**config.mk**
```make
export PLATFORM = sky130hd
export DESIGN_NAME = pipe_stage_reg
export DESIGN_NICKNAME = d
export VERILOG_FILES = /design/src/rtl/pipe_stage_reg.sv
export SDC_FILE = /design/constraint.sdc
export NUM_CORES = 1
export LEC_CHECK = 0
export ABC_AREA = 1
export CAP_MARGIN = 25
export CORE_AREA = 2 2 169 171
export DETAILED_ROUTE_END_ITERATION = 6
export DIE_AREA = 0 0 171 173
export PLACE_DENSITY = 0.66
export SLEW_MARGIN = 20
export SYNTH_ARGS = -nofsm -noshare
export SYNTH_HDL_FRONTEND = slang
export SYNTH_SLANG_ARGS = --single-unit
```
**constraint.sdc**
```tcl
create_clock -name clk -period 3 [get_ports clk]
set_clock_uncertainty 0.2 [all_clocks]
set_input_delay 0.45 -clock clk [delete_from_list [all_inputs] [get_ports clk]]
set_output_delay 0.45 -clock clk [all_outputs]
set_load 0.02 [all_outputs]
```
**src/rtl/pipe_stage_reg.sv**
```systemverilog
// rtl/pipe_stage_reg.sv - parametrised inter-stage pipeline register
// Adds stall/hold, flush bubbles, Tnew aging and bubble/stall counters.
module pipe_stage_reg #(
  parameter int DATA_W          = 32,
  parameter int NUM_CH          = 4,
  parameter int TNEW_W          = 3,
  parameter int CNT_W           = 16,
  parameter int CLEAR_ON_BUBBLE = 1
) (
  input  logic                     clk,
  input  logic                     reset,
  input  logic                     stall,
  input  logic                     flush,
  input  logic                     in_valid,
  input  logic [DATA_W-1:0]        in_instr,
  input  logic [DATA_W-1:0]        in_pc,
  input  logic [NUM_CH*DATA_W-1:0] in_ch,
  input  logic [4:0]               in_wa,
  input  logic                     in_we,
  input  logic [TNEW_W-1:0]        in_tnew,
  output logic                     out_valid,
  output logic [DATA_W-1:0]        out_instr,
  output logic [DATA_W-1:0]        out_pc,
  output logic [NUM_CH*DATA_W-1:0] out_ch,
  output logic [4:0]               out_wa,
  output logic                     out_we,
  output logic [TNEW_W-1:0]        out_tnew,
  output logic [CNT_W-1:0]         bubble_cnt,
  output logic [CNT_W-1:0]         stall_cnt
);

  logic                     validQ;
  logic [DATA_W-1:0]        instrQ;
  logic [DATA_W-1:0]        pcQ;
  logic [NUM_CH*DATA_W-1:0] chQ;
  logic [4:0]               waQ;
  logic                     weQ;
  logic [TNEW_W-1:0]        tnewQ;
  logic [CNT_W-1:0]         bubbleCntQ;
  logic [CNT_W-1:0]         stallCntQ;
  logic                     loadBubble;

  function automatic logic [TNEW_W-1:0] satDec(input logic [TNEW_W-1:0] t);
    return (t == '0) ? '0 : t - TNEW_W'(1);
  endfunction

  // An empty upstream slot with no stall is indistinguishable from a flush.
  assign loadBubble = flush | (~stall & ~in_valid);

  always_ff @(posedge clk) begin
    if (reset) begin
      validQ     <= 1'b0;
      instrQ     <= '0;
      pcQ        <= '0;
      chQ        <= '0;
      waQ        <= '0;
      weQ        <= 1'b0;
      tnewQ      <= '0;
      bubbleCntQ <= '0;
      stallCntQ  <= '0;
    end else if (loadBubble) begin
      validQ     <= 1'b0;
      instrQ     <= '0;
      waQ        <= '0;
      weQ        <= 1'b0;
      tnewQ      <= '0;
      if (CLEAR_ON_BUBBLE != 0) begin
        pcQ <= '0;
        chQ <= '0;
      end
      bubbleCntQ <= bubbleCntQ + CNT_W'(1);
    end else if (stall) begin
      tnewQ      <= satDec(tnewQ);
      stallCntQ  <= stallCntQ + CNT_W'(1);
    end else begin
      validQ     <= 1'b1;
      instrQ     <= in_instr;
      pcQ        <= in_pc;
      chQ        <= in_ch;
      waQ        <= in_wa;
      weQ        <= in_we;
      tnewQ      <= satDec(in_tnew);
    end
  end

  assign out_valid  = validQ;
  assign out_instr  = instrQ;
  assign out_pc     = pcQ;
  assign out_ch     = chQ;
  assign out_wa     = validQ ? waQ : 5'd0;
  assign out_we     = validQ & weQ & (waQ != 5'd0);
  assign out_tnew   = tnewQ;
  assign bubble_cnt = bubbleCntQ;
  assign stall_cnt  = stallCntQ;

endmodule

```
# After elaboration in Yosys (flattened, before gate mapping)
# Index checks and enable logic that the tools add are counted.
[op_classes]
mux = 4
reduce_logical = 5
addsub = 4
bitwise = 7
[op_table]
columns = ["operator", "count"]
rows = [
  ["adder 16 x 1 -> 16 bit, second input constant", 2],
  ["two-way mux 3 bit", 3],
  ["zero test 3 bit", 2],
  ["subtractor 3 x 1 -> 3 bit, second input constant", 2],
  ["two-way mux 5 bit", 1],
  ["nonzero test 5 bit", 1],
  ["bitwise AND 1 bit", 3],
  ["inverter 1 bit", 3],
  ["AND reduction 2 bit", 1],
  ["OR reduction 2 bit", 1],
  ["OR 1 bit", 1],
]
[totals]
elab_cells = 29
output_inout_bits = 234
register_bits = 234

# Logic depth before layout (Yosys ltp)
[logic_depth]
depth_word = 5
mapped_depth = 10
mapped_depth_nobuf = 9

# Least setup slack after synthesis
# OpenSTA, ideal clock, no wires.
[synth_timing]
kind = "reg2reg"
from = "register stallCntQ[1] (netlist: stall_cnt[1])"
to = "register stallCntQ[8] (netlist: stall_cnt[8])"
required_ns = 2.687
t_arrival_ns = 1.396
path_slack_ns = 1.290
path_buffers = 0
path_stages_with_launch = 9
path_cell_list = "dfxtp_1 -> ha_1 -> nand2_1 -> nor2_1 -> nand2_1 -> nor2_4 -> nand2_1 -> o21ai_1 -> nor2_1"
[synth_via]
elab_chain_cells = 1
[synth_rtl]
columns = ["element", "line", "text"]
rows = [
  ["start, declared", "40", "logic [CNT_W-1:0] stallCntQ;"],
  ["start signal, assigned", "74", "stallCntQ <= stallCntQ + CNT_W'(1);"],
  ["adder 16 x 1 -> 16 bit", "74", ""],
]
# Every way passes these cells.
# A chain may end at the register's enable or synchronous reset.

# Final worst setup path
[layout_timing]
from = "register waQ[1]"
to = "output out_we"
[layout_via]
elab_chain_cells = 2
[layout_rtl]
columns = ["element", "line", "text"]
rows = [
  ["start, declared", "36", "logic [4:0] waQ;"],
  ["start signal, assigned", "80", "waQ <= in_wa;"],
  ["nonzero test 5 bit", "91", "assign out_we = validQ & weQ & (waQ != 5'd0);"],
  ["bitwise AND 1 bit", "91", ""],
  ["end, declared", "26", "output logic out_we,"],
]
# Every way passes these cells.

==> flow_results.org <==
** Synthesis
- Dividing the synthesized area by the synthesized cell count gives around 7.7 um^2.
- Counting flops with an async set or reset pin after synthesis yields a share of 0.
- Yosys synthesis warning count :: 0
- Most used flip-flop cell after synthesis :: sky130_fd_sc_hd__dfxtp_1
- Post-synthesis cell type count :: 33
- Mapped cell area :: slightly below 9000 um^2
- In this run, synthesis inferred 0 flip-flops with an integrated enable.
- For this run, the register share of the synthesized area comes to 0.525.
- Counting flops and latches in the post-synthesis netlist gives roughly 230.
- Synth Instances :: between 1000 and 1500
- Number of nets produced by synthesis :: 1368

** Clocking
- CTS built an H-tree with a depth of 1.
- Clock Tree Root :: sky130_fd_sc_hd__clkbuf_16
- Number of gates given a new drive strength after cts :: 0
- Clock latency at the later pin of the worst-skew pair :: roughly 0.52 ns
- TritonCTS created 26 clock buffers.
- Post CTS Setup Buffer Count :: 0
- Clock tree from TritonCTS :: yes
- Clock Pin Slew Worst Setup and Hold Paths :: approximately 0.060 ns
- Hold repair after CTS inserted 0 buffers.
- Number of buffers between clock root and the deepest sink :: 3
- Clock sinks :: approximately 230

** Run status
- Status :: completed

** Setup path
- Kind of launch point of the worst setup path :: flop
- Data arrives at the worst endpoint at roughly 1.9 ns.
- The number of cells on the worst reg-to-reg path is 6.
- The critical path is of the flop to primary output type.
- Setup crit end kind :: primary output
- Largest fanout of any net on the critical path :: 3
- STA puts the critical path data required time at between 2 and 2.5 ns.
- Cell chain of the critical path :: nor3_1 > nand2_1 > nand3_1 > inv_1 > clkdlybuf4s50_1
- Largest stage delay on the critical path :: between 0.5 and 0.6 ns
- Cell type of the slowest stage on the worst timing path :: sky130_fd_sc_hd__clkdlybuf4s50_1

** Timing
- Max frequency :: around 390 MHz
- Headroom to the max-slew limit came out at 0.225.
- Of the available clock period, the critical path in the final layout requires 0.864.
- Aggregate negative setup slack :: 0 ns
- Setup repair after global routing missed its margin :: no
- Setup violations remaining at the end of the flow were counted as 0.
- Endpoints failing hold :: 0
- For the pin with the worst max-slew slack, the measured transition is ~1.2 ns.
- Period minus WS final :: ~2.6 ns
- Max Transition Viols Final :: 0

** Placed design
- Global placement routability congestion :: 0.816
- HPWL after DPL :: approximately 21000 um
- Standard cell area after detailed placement :: ~14000 um^2
- I/O Buffers :: ~440

** Die
- Total core area :: 27600 um^2
- Horiz. Die Dim :: 171 um
- Number of rows created at floorplan :: 61
- The die covers just under 30000 um^2.
- Initial core utilization :: 0.323
- Top Ports :: 440
- Height of the die :: 173 um

** Flow run
- Number of max-cap violations :: 0

** GRT
- The number of global-route vias before repair is roughly 8400.
- First-pass GRT wire length :: 46100 um
- Entering global routing, the biggest net connects just over 200 pins.
- Antenna violations before repair :: 0
- Overflow left after global routing :: 0
- Across every metal layer, demand over resource in global routing totals 0.193.

** Pwr
- Power density of the placed cells :: a little over 500 nW/um^2
- VDD sags by at most approximately 0.31 mV.
- The share of total power dissipated in combinational logic is 0.116.
- Of the total power, the share spent switching nets is 0.233.
- Int Pwr :: approximately 5.7 mW
- The share of total power dissipated in the clock network is 0.449.
- Net switching power :: roughly 1.7 mW
- The analysis attributes to cell leakage a power of approximately 5.3 nW.
- Sequential fraction of design power :: 0.435

** Drt
- In this run, the number of DRC markers left after iteration 0 of detailed routing was between 500 and 600.
- Total number of vias :: 8919
- Dividing the detail-routed via count by the number of cells gives 4.55.
- In the routed design, unresolved DRC markers number 0.
- After detailed routing, the total wire length is 30500 um.
- Routed wire per std cell :: between 15 and 20 um
- Number of nets still failing antenna checks after routing :: 0
- Iteration count of the initial detailed-routing pass :: 5

** Layout
- In the final layout, the share of cells above drive strength 1 is 0.0651.
- Signed area change from the synthesized netlist to the final layout :: 62.0%
- Antenna cells :: 0
- Fill cells in the final layout number between 2000 and 3000.
- Post-layout instance area :: 14500 um^2
- In the final design database the tool counted 1776 nets.

** Min path
- Along the worst hold path, the cell count comes to 3.
- Worst min-delay path class :: input pin to flop
path summary, 6_finish.rpt:
| path | from | end | slack [ns] |
|---|---|---|---|
| worst max register to register | bubble_cnt[0] | bubble_cnt[8] | 1.29 |
| worst min register to register | out_pc[29] | out_pc[29] | 0.26 |
| worst max-delay path | waQ[1] | out_we | 0.41 |
| worst min-delay path | stall | stall_cnt[0] | 0.16 |
per-stage QoR:
step	instances	setup slack, ns	utilization	hold slack [ns]	power, mW
after floorplan	1156	1.29	-	0.256	3.67
after global placement	1914	0.605	0.490	0.251	4.16
after detailed placement	1914	0.600	0.490	0.254	4.16
after CTS	1961	0.343	0.523	0.140	7.53
after global routing	1961	0.305	0.523	0.164	7.70
final	1961	0.408	0.523	0.156	7.43
power groups by stage:
stage / registers (mW) / logic (mW) / clock network [mW]
after floorplan: 3.38 / 0.284 / 0
after global routing: 3.24 / 0.927 / 3.54
after CTS: 3.23 / 0.870 / 3.43
after detailed placement: 3.30 / 0.865 / 0
after global placement: 3.30 / 0.860 / 0
final: 3.23 / 0.862 / 3.34
cell families (layout without fill, tap and decap cells):
group                    count (synthesis)  count (layout)  synth area share
AO/OA/AOI/OAI                          227             227             0.142
buffers and inverters                  121             548            0.0696
XOR/XNOR                                 3               3           0.00295
adder cells (fa/ha/maj)                  6               6           0.00841
AND/OR/NAND/NOR                        565             565             0.252
flip-flops                             234             234             0.525
sequential cells by signal (all words and copies together) (netlist names):
name	count
waQ	5
out_pc	32
out_valid	1
stall_cnt	16
out_instr	32
bubble_cnt	16
out_tnew	3
out_ch	128
weQ	1
routing by layer:
layer,wire length [um],up-vias,track usage
met1,12400,4085,0.228
met4,665,0,0.0516
met3,2470,46,0.0508
met2,14900,288,0.341
li1,-,4500,-
met5,0,-,0
critical path: cells and delay by family, from the launching register on:
family	cells	cell delay, ns
buf+inv	2	0.59
simple gates	3	0.51
flops	1	0.32
cell usage in the layout (no fill, tap or decap), types with 4 or more instances in the layout:
cell type	n
sky130_fd_sc_hd__o21ai_1	5
sky130_fd_sc_hd__a21oi_2	30
sky130_fd_sc_hd__clkdlybuf4s50_1	438
sky130_fd_sc_hd__clkinv_2	7
sky130_fd_sc_hd__clkbuf_8	7
sky130_fd_sc_hd__nand4_1	8
sky130_fd_sc_hd__ha_1	6
sky130_fd_sc_hd__inv_1	44
sky130_fd_sc_hd__nand3_1	19
sky130_fd_sc_hd__clkbuf_16	27
sky130_fd_sc_hd__inv_2	5
sky130_fd_sc_hd__buf_12	7
sky130_fd_sc_hd__nand2_1	464
sky130_fd_sc_hd__nor2_1	51
sky130_fd_sc_hd__buf_4	4
sky130_fd_sc_hd__nor3_1	12
sky130_fd_sc_hd__o21ai_0	5
sky130_fd_sc_hd__dfxtp_1	234
sky130_fd_sc_hd__a21oi_1	183
synthesized netlist by cell type, types with 2 or more instances:
library cell               number  area [um^2]
sky130_fd_sc_hd__nand2_1      464         1740
sky130_fd_sc_hd__dfxtp_1      234         4680
sky130_fd_sc_hd__a21oi_1      183          916
sky130_fd_sc_hd__nor2_1        51          191
sky130_fd_sc_hd__inv_1         44          165
sky130_fd_sc_hd__clkbuf_1      36          135
sky130_fd_sc_hd__a21oi_2       30          263
sky130_fd_sc_hd__buf_6         19          214
sky130_fd_sc_hd__nand3_1       19         95.1
sky130_fd_sc_hd__nor3_1        12         60.1
sky130_fd_sc_hd__nand4_1        8         50.1
sky130_fd_sc_hd__buf_1          6         22.5
sky130_fd_sc_hd__ha_1           6         75.1
sky130_fd_sc_hd__inv_2          6         22.5
sky130_fd_sc_hd__buf_2          5         25.0
sky130_fd_sc_hd__o21ai_0        5         25.0
sky130_fd_sc_hd__o21ai_1        5         25.0
sky130_fd_sc_hd__buf_4          4         30.0
sky130_fd_sc_hd__nor2_4         3         33.8
sky130_fd_sc_hd__nand2_4        2         22.5
sky130_fd_sc_hd__xnor2_1        2         17.5
final cells by class:
class / instances / area [um^2] / area share
tap: 378 / 473 / 0.0327
clock buffer: 36 / 779 / 0.0539
sequential: 234 / 4680 / 0.324
multi-input combinational: 801 / 3620 / 0.250
clock inverter: 11 / 133 / 0.00918
timing repair buffer: 450 / 4570 / 0.316
inverter: 51 / 201 / 0.0139
Note: power is estimated with default switching activity, not from simulation.
